==> config.mk <==
export PLATFORM = sky130hd
export DESIGN_NAME = mem_arbiter
export DESIGN_NICKNAME = d
export VERILOG_FILES = /design/src/rtl/mem_arbiter.sv
export SDC_FILE = /design/constraint.sdc
export NUM_CORES = 1
export LEC_CHECK = 0
export ABC_AREA = 1
export CAP_MARGIN = 20
export CORE_MARGIN = 1.5
export CORE_UTILIZATION = 25
export DETAILED_ROUTE_END_ITERATION = 10
export MAX_ROUTING_LAYER = met4
export PLACE_DENSITY = 0.52
export RECOVER_POWER = 100
export SYNTH_ARGS = -nofsm -noshare
export SYNTH_HDL_FRONTEND = slang
export SYNTH_SLANG_ARGS = --single-unit
==> constraint.sdc <==
create_clock -name clk -period 3.77 [get_ports clk]
set_input_delay 0.377 -clock clk [delete_from_list [all_inputs] [get_ports clk]]
set_output_delay 0.377 -clock clk [all_outputs]
set_load 0.01 [all_outputs]
==> src/rtl/mem_arbiter.sv <==
`default_nettype none
// ============================================================================
// Module   : mem_arbiter
// Brief    : Two-port round-robin arbiter sharing one mem_ctrl command port
//            between instruction fetch (port 0) and load/store (port 1).
//            One transaction outstanding at a time, all outputs registered.
// Revision : 1.0 - initial release
// ============================================================================
module mem_arbiter #(
    parameter int ADDR_WIDTH = 32,
    parameter int DATA_WIDTH = 32
) (
    input  logic                      clk,
    input  logic                      rst,
    input  logic [3:0]                req_rwe_i,
    input  logic [2*ADDR_WIDTH-1:0]   req_addr_i,
    input  logic [2*DATA_WIDTH-1:0]   req_data_i,
    input  logic [2*DATA_WIDTH/8-1:0] req_sel_i,
    output logic [DATA_WIDTH-1:0]     req_data_o,
    output logic [1:0]                req_done_o,
    output logic [1:0]                mem_rwe_o,
    output logic [ADDR_WIDTH-1:0]     mem_addr_o,
    output logic [DATA_WIDTH-1:0]     mem_data_o,
    output logic [DATA_WIDTH/8-1:0]   mem_sel_o,
    input  logic [DATA_WIDTH-1:0]     mem_data_i,
    input  logic                      mem_busy_i,
    input  logic                      mem_done_i
);

    localparam int SEL_WIDTH = DATA_WIDTH / 8;

    localparam logic [1:0] IDLE = 2'd0;
    localparam logic [1:0] WAIT = 2'd1;
    localparam logic [1:0] DONE = 2'd2;

    logic [1:0] state;
    logic       last;   // port granted most recently
    logic       grant;  // port owning the outstanding transaction

    logic                  pend0;
    logic                  pend1;
    logic                  pick;
    logic                  pick_wr;
    logic [ADDR_WIDTH-1:0] pick_addr;
    logic [DATA_WIDTH-1:0] pick_data;
    logic [SEL_WIDTH-1:0]  pick_sel;

    // Grant selection: lone requester wins, a tie goes to the port not granted last
    always_comb begin
        pend0     = |req_rwe_i[1:0];
        pend1     = |req_rwe_i[3:2];
        pick      = (pend0 && pend1) ? ~last : pend1;
        // rwe 2'b11 is a write: only the upper bit decides direction
        pick_wr   = pick ? req_rwe_i[3] : req_rwe_i[1];
        pick_addr = pick ? req_addr_i[2*ADDR_WIDTH-1:ADDR_WIDTH] : req_addr_i[ADDR_WIDTH-1:0];
        pick_data = pick ? req_data_i[2*DATA_WIDTH-1:DATA_WIDTH] : req_data_i[DATA_WIDTH-1:0];
        pick_sel  = pick ? req_sel_i[2*SEL_WIDTH-1:SEL_WIDTH]    : req_sel_i[SEL_WIDTH-1:0];
    end

    // Arbitration FSM: issue in IDLE, wait for completion, one-cycle done pulse
    always_ff @(posedge clk or posedge rst) begin
        if (rst) begin
            state      <= IDLE;
            last       <= 1'b1;
            grant      <= 1'b0;
            req_data_o <= '0;
            req_done_o <= 2'b00;
            mem_rwe_o  <= 2'b00;
            mem_addr_o <= '0;
            mem_data_o <= '0;
            mem_sel_o  <= '0;
        end else begin
            case (state)
                IDLE: begin
                    if ((pend0 || pend1) && !mem_busy_i) begin
                        grant      <= pick;
                        last       <= pick;
                        mem_rwe_o  <= pick_wr ? 2'b10 : 2'b01;
                        mem_addr_o <= pick_addr;
                        mem_data_o <= pick_data;
                        mem_sel_o  <= pick_sel;
                        state      <= WAIT;
                    end
                end
                WAIT: begin
                    // Command is a single-cycle strobe; address/data/sel stay put
                    mem_rwe_o <= 2'b00;
                    if (mem_done_i) begin
                        req_data_o <= mem_data_i;
                        req_done_o <= grant ? 2'b10 : 2'b01;
                        state      <= DONE;
                    end
                end
                DONE: begin
                    // No grant here: the requester withdraws on this edge, so
                    // its old request must not be sampled again.
                    req_done_o <= 2'b00;
                    state      <= IDLE;
                end
                default: begin
                    state <= IDLE;
                end
            endcase
        end
    end

endmodule
`default_nettype wire

==> summary.txt <==
Run status
  – Status: finished with violations
  – Failing checks: max-capacitance violations, max-slew violations

STA
  – Final hold vios: 0
  – RSZ-0062 raised after global routing: false
  – Final setup vio count: 0
  – Fin crit share: between 60% and 70%
  – Clock skew: 0.008703 ns
  – Max-slew violation count: 73
  – Worst hold slack: 0.4750 ns
  – Worst slew pin tran: 1.610 ns
  – Slew headroom: -7.362%
  – Min Tclk post-route: about 2.6 ns
  – F_max: 386.3 MHz
  – Setup Total Neg Slack: 0 ns

Floorplanning
  – Die Y: 149.9 µm
  – Io pins: 280
  – # rows: 53
  – Die area: between 20000 and 25000 µm²
  – Initial Util: 25.59%
  – Core area: about 21000 µm²
  – Die span in x: 149.9 µm

CTS
  – Max H-tree Level: 3
  – Clock slew at reported path FFs: 0.08 ns
  – Clock buffer depth: 2
  – Post-CTS sizing: 0
  – Worst-Skew Late Latency: 0.35 ns
  – CTS buffer count: 9
  – Setup bufs post-CTS: 0
  – Clock root buffer: clkbuf_16
  – CTS tree: done
  – Hold buffer count at CTS: 0
  – Clk sink count: 108

Setup path
  – Critical path endpoint category: flip-flop
  – Critical Path AT: around 2.8 ns
  – Worst path required time: 4.00 ns
  – Reg2reg end: req_data_o[23]$_DFFE_PP0P_
  – Worst R2R Path Depth: 6
  – WS Path Type: in -> reg
  – Critical Path Fanout Max: 72
  – Critical path's slowest cell: nand3_2
  – Most numerous cell on the critical path: nand2_1
  – Top delay family on crit path: simple AND/OR/NAND/NOR gates
  – Setup crit start kind: input port
  – Worst path max stage delay: 1.18 ns
  – Worst r2r src: state[0]$_DFFE_PP0P_
  – FF-to-FF setup slack: 1.33 ns
  – Worst Path Buf+Inv: 1
  – CP cell instances: clkdlybuf4s50_1 > nor2_1 > nand2_1 > nand3_2 > nand2_1 > nand2_1

Finish
  – Finished Cell Area: 8657 µm²
  – Nets: 1123
  – FILL cells: roughly 2200
  – Area of the multi-input gates: ~2200 µm²
  – Area Growth Syn to Fin: 60.42%
  – Reg area: 2704 µm²
  – Fraction of layout cells with a size suffix above 1: under 10%
  – Final core occ: between 40% and 50%

Min path
  – Min-Delay Path Class: reg -> reg
  – Hold Startpoint: mem_data_o[18]$_DFFE_PP0P_
  – Hold EP: mem_data_o[18]$_DFFE_PP0P_
  – Hold path depth: 2

Power
  – VDD IR-drop max: 0.2921 mV
  – Total power: 5.575 mW
  – Pwr dens: 644.0 nW/µm²
  – P_leak: 4.308 nW

Route
  – Drt initial violations: 219
  – DR WL/cell: 15.24 µm
  – Vias per inst: 4.321
  – Routed wire length: 18710 µm
  – Via count: around 5300
  – Final ANT Viol Nets: 0
  – Residual DRC: 0
  – DRT Pass-1 Iters: 4

Global route
  – M2 GR Usage: 26.70%
  – Tot GR Track Use: 17.60%
  – Vias in the first global route: 5421
  – Largest net degree at the start of global routing: 73
  – Grt total ovfl: 0
  – GR Layer Usage met1: 22.75%
  – Met3 usage: 5.366%
  – Gr busiest metal: met2
  – Initial antenna violation count: 1
  – First-pass GRT wire length: 29810 µm

Yosys
  – Mapped Cells: 692
  – Number of synthesized flops with an enable pin: 0
  – Largest cells by area after synthesis: dfrtp_1 50%, nand2_1 22%, nand3b_1 9.5%, nand3_1 6.7%, inv_1 5.1%
  – Synth top area share: 49.62%
  – Yosys warning count: 0
  – Mapped Area: 5396 µm²
  – Synth unique cells: 20
  – Syn_nets: 868
  – #FFs+latches synth: 108
  – Post-synth top area cell: dfrtp_1
  – Post-synth ARST share: 100.0%
  – Sequential-to-total area share from yosys stat: between 50% and 60%
  – Ys flop type: dfrtp_1
  – Synthesized area per cell: 7.798 µm²

Placement
  – IO Port Bufs: 279
  – DP HPWL: 12200 µm
  – Post-place instance area: 8366 µm²
  – RD Place Congestion: 0.7528

Flow run
  – Max_cap viols: 1
synth_stat cells (3+ instances only):
master / number
nand3b_1: 68
buf_4: 7
clkbuf_1: 10
buf_2: 18
buf_6: 6
dfrtp_1: 107
o21ai_0: 3
nand3_1: 72
nand2_2: 3
inv_1: 74
nand2_1: 312
layout make-up:
| class | instances | area share (%) |
|---|---|---|
| antenna | 1 | 0.02891 |
| clock buffer | 9 | 2.602 |
| clock inverter | 7 | 0.9539 |
| inverter | 76 | 3.310 |
| multi-input combinational | 467 | 24.86 |
| sequential | 108 | 31.23 |
| tap | 275 | 3.975 |
| timing repair buffer | 285 | 33.04 |
cells in the final DEF (no fill, tap or decap), types with 2 or more instances in the layout:
master             n
nand2_1          314
inv_2              2
nor2_1             3
clkbuf_16          9
inv_8              2
buf_12             2
nor2_4             2
nand3_1           72
nand3b_1          68
o21ai_0            3
dlygate4sd3_1    105
clkdlybuf4s50_1  174
buf_4              3
dfrtp_1          107
inv_1             73
cells by family after synthesis:
logic type	count (synthesis)	synth area share, %
buf+inv	117	9.877
flops	108	50.10
simple gates	461	39.04
compound gates	6	0.9738
stage by stage:
stage	setup slack [ns]	cells
after CTS	1.742	1227
after global placement	1.413	1211
after global routing	0.7855	1228
after detailed placement	1.384	1211
final	1.181	1228
after floorplan	0.5491	692
worst max-delay path by stage:
stage	from	depth (start not counted)	to
2_1_floorplan	rst	1	grant$_DFFE_PP0P_
3_3_place_gp	req_rwe_i[1]	6	mem_rwe_o[1]$_DFFE_PP0P_
3_5_place_dp	req_rwe_i[1]	6	mem_rwe_o[1]$_DFFE_PP0P_
4_1_cts	state[0]$_DFFE_PP0P_	6	req_data_o[6]$_DFFE_PP0P_
5_1_grt	req_rwe_i[1]	6	mem_data_o[28]$_DFFE_PP0P_
6_report	req_rwe_i[1]	6	mem_addr_o[13]$_DFFE_PP0P_
worst reg2reg max path, delay by kind of cell, from the launching register on:
family | cells | cell delay [ns]
buf+inv | 2 | 0.90
simple gates | 4 | 1.10
flops | 1 | 0.39
per-layer routing:
metal / wire length [µm] / share of wire (%)
met4: 181 / 0.97
met3: 1652 / 8.8
met2: 8124 / 43
met1: 8750 / 47
met5: 0 / 0
where the power goes:
part | leakage [nW] | switching (mW) | internal (mW) | total [mW]
Clock | 0.150 | 0.486 | 0.529 | 1.01
Combinational | 2.83 | 1.31 | 1.24 | 2.56
Sequential | 1.32 | 0.293 | 1.71 | 2.00
registers in the layout (all words and copies together) (netlist names):
name / cells
grant: 1
req_data_o: 32
mem_data_o: 32
mem_sel_o: 4
mem_rwe_o: 2
state: 2
req_done_o: 2
last: 1
mem_addr_o: 32
No activity file was read; power rests on OpenSTA's default activity.
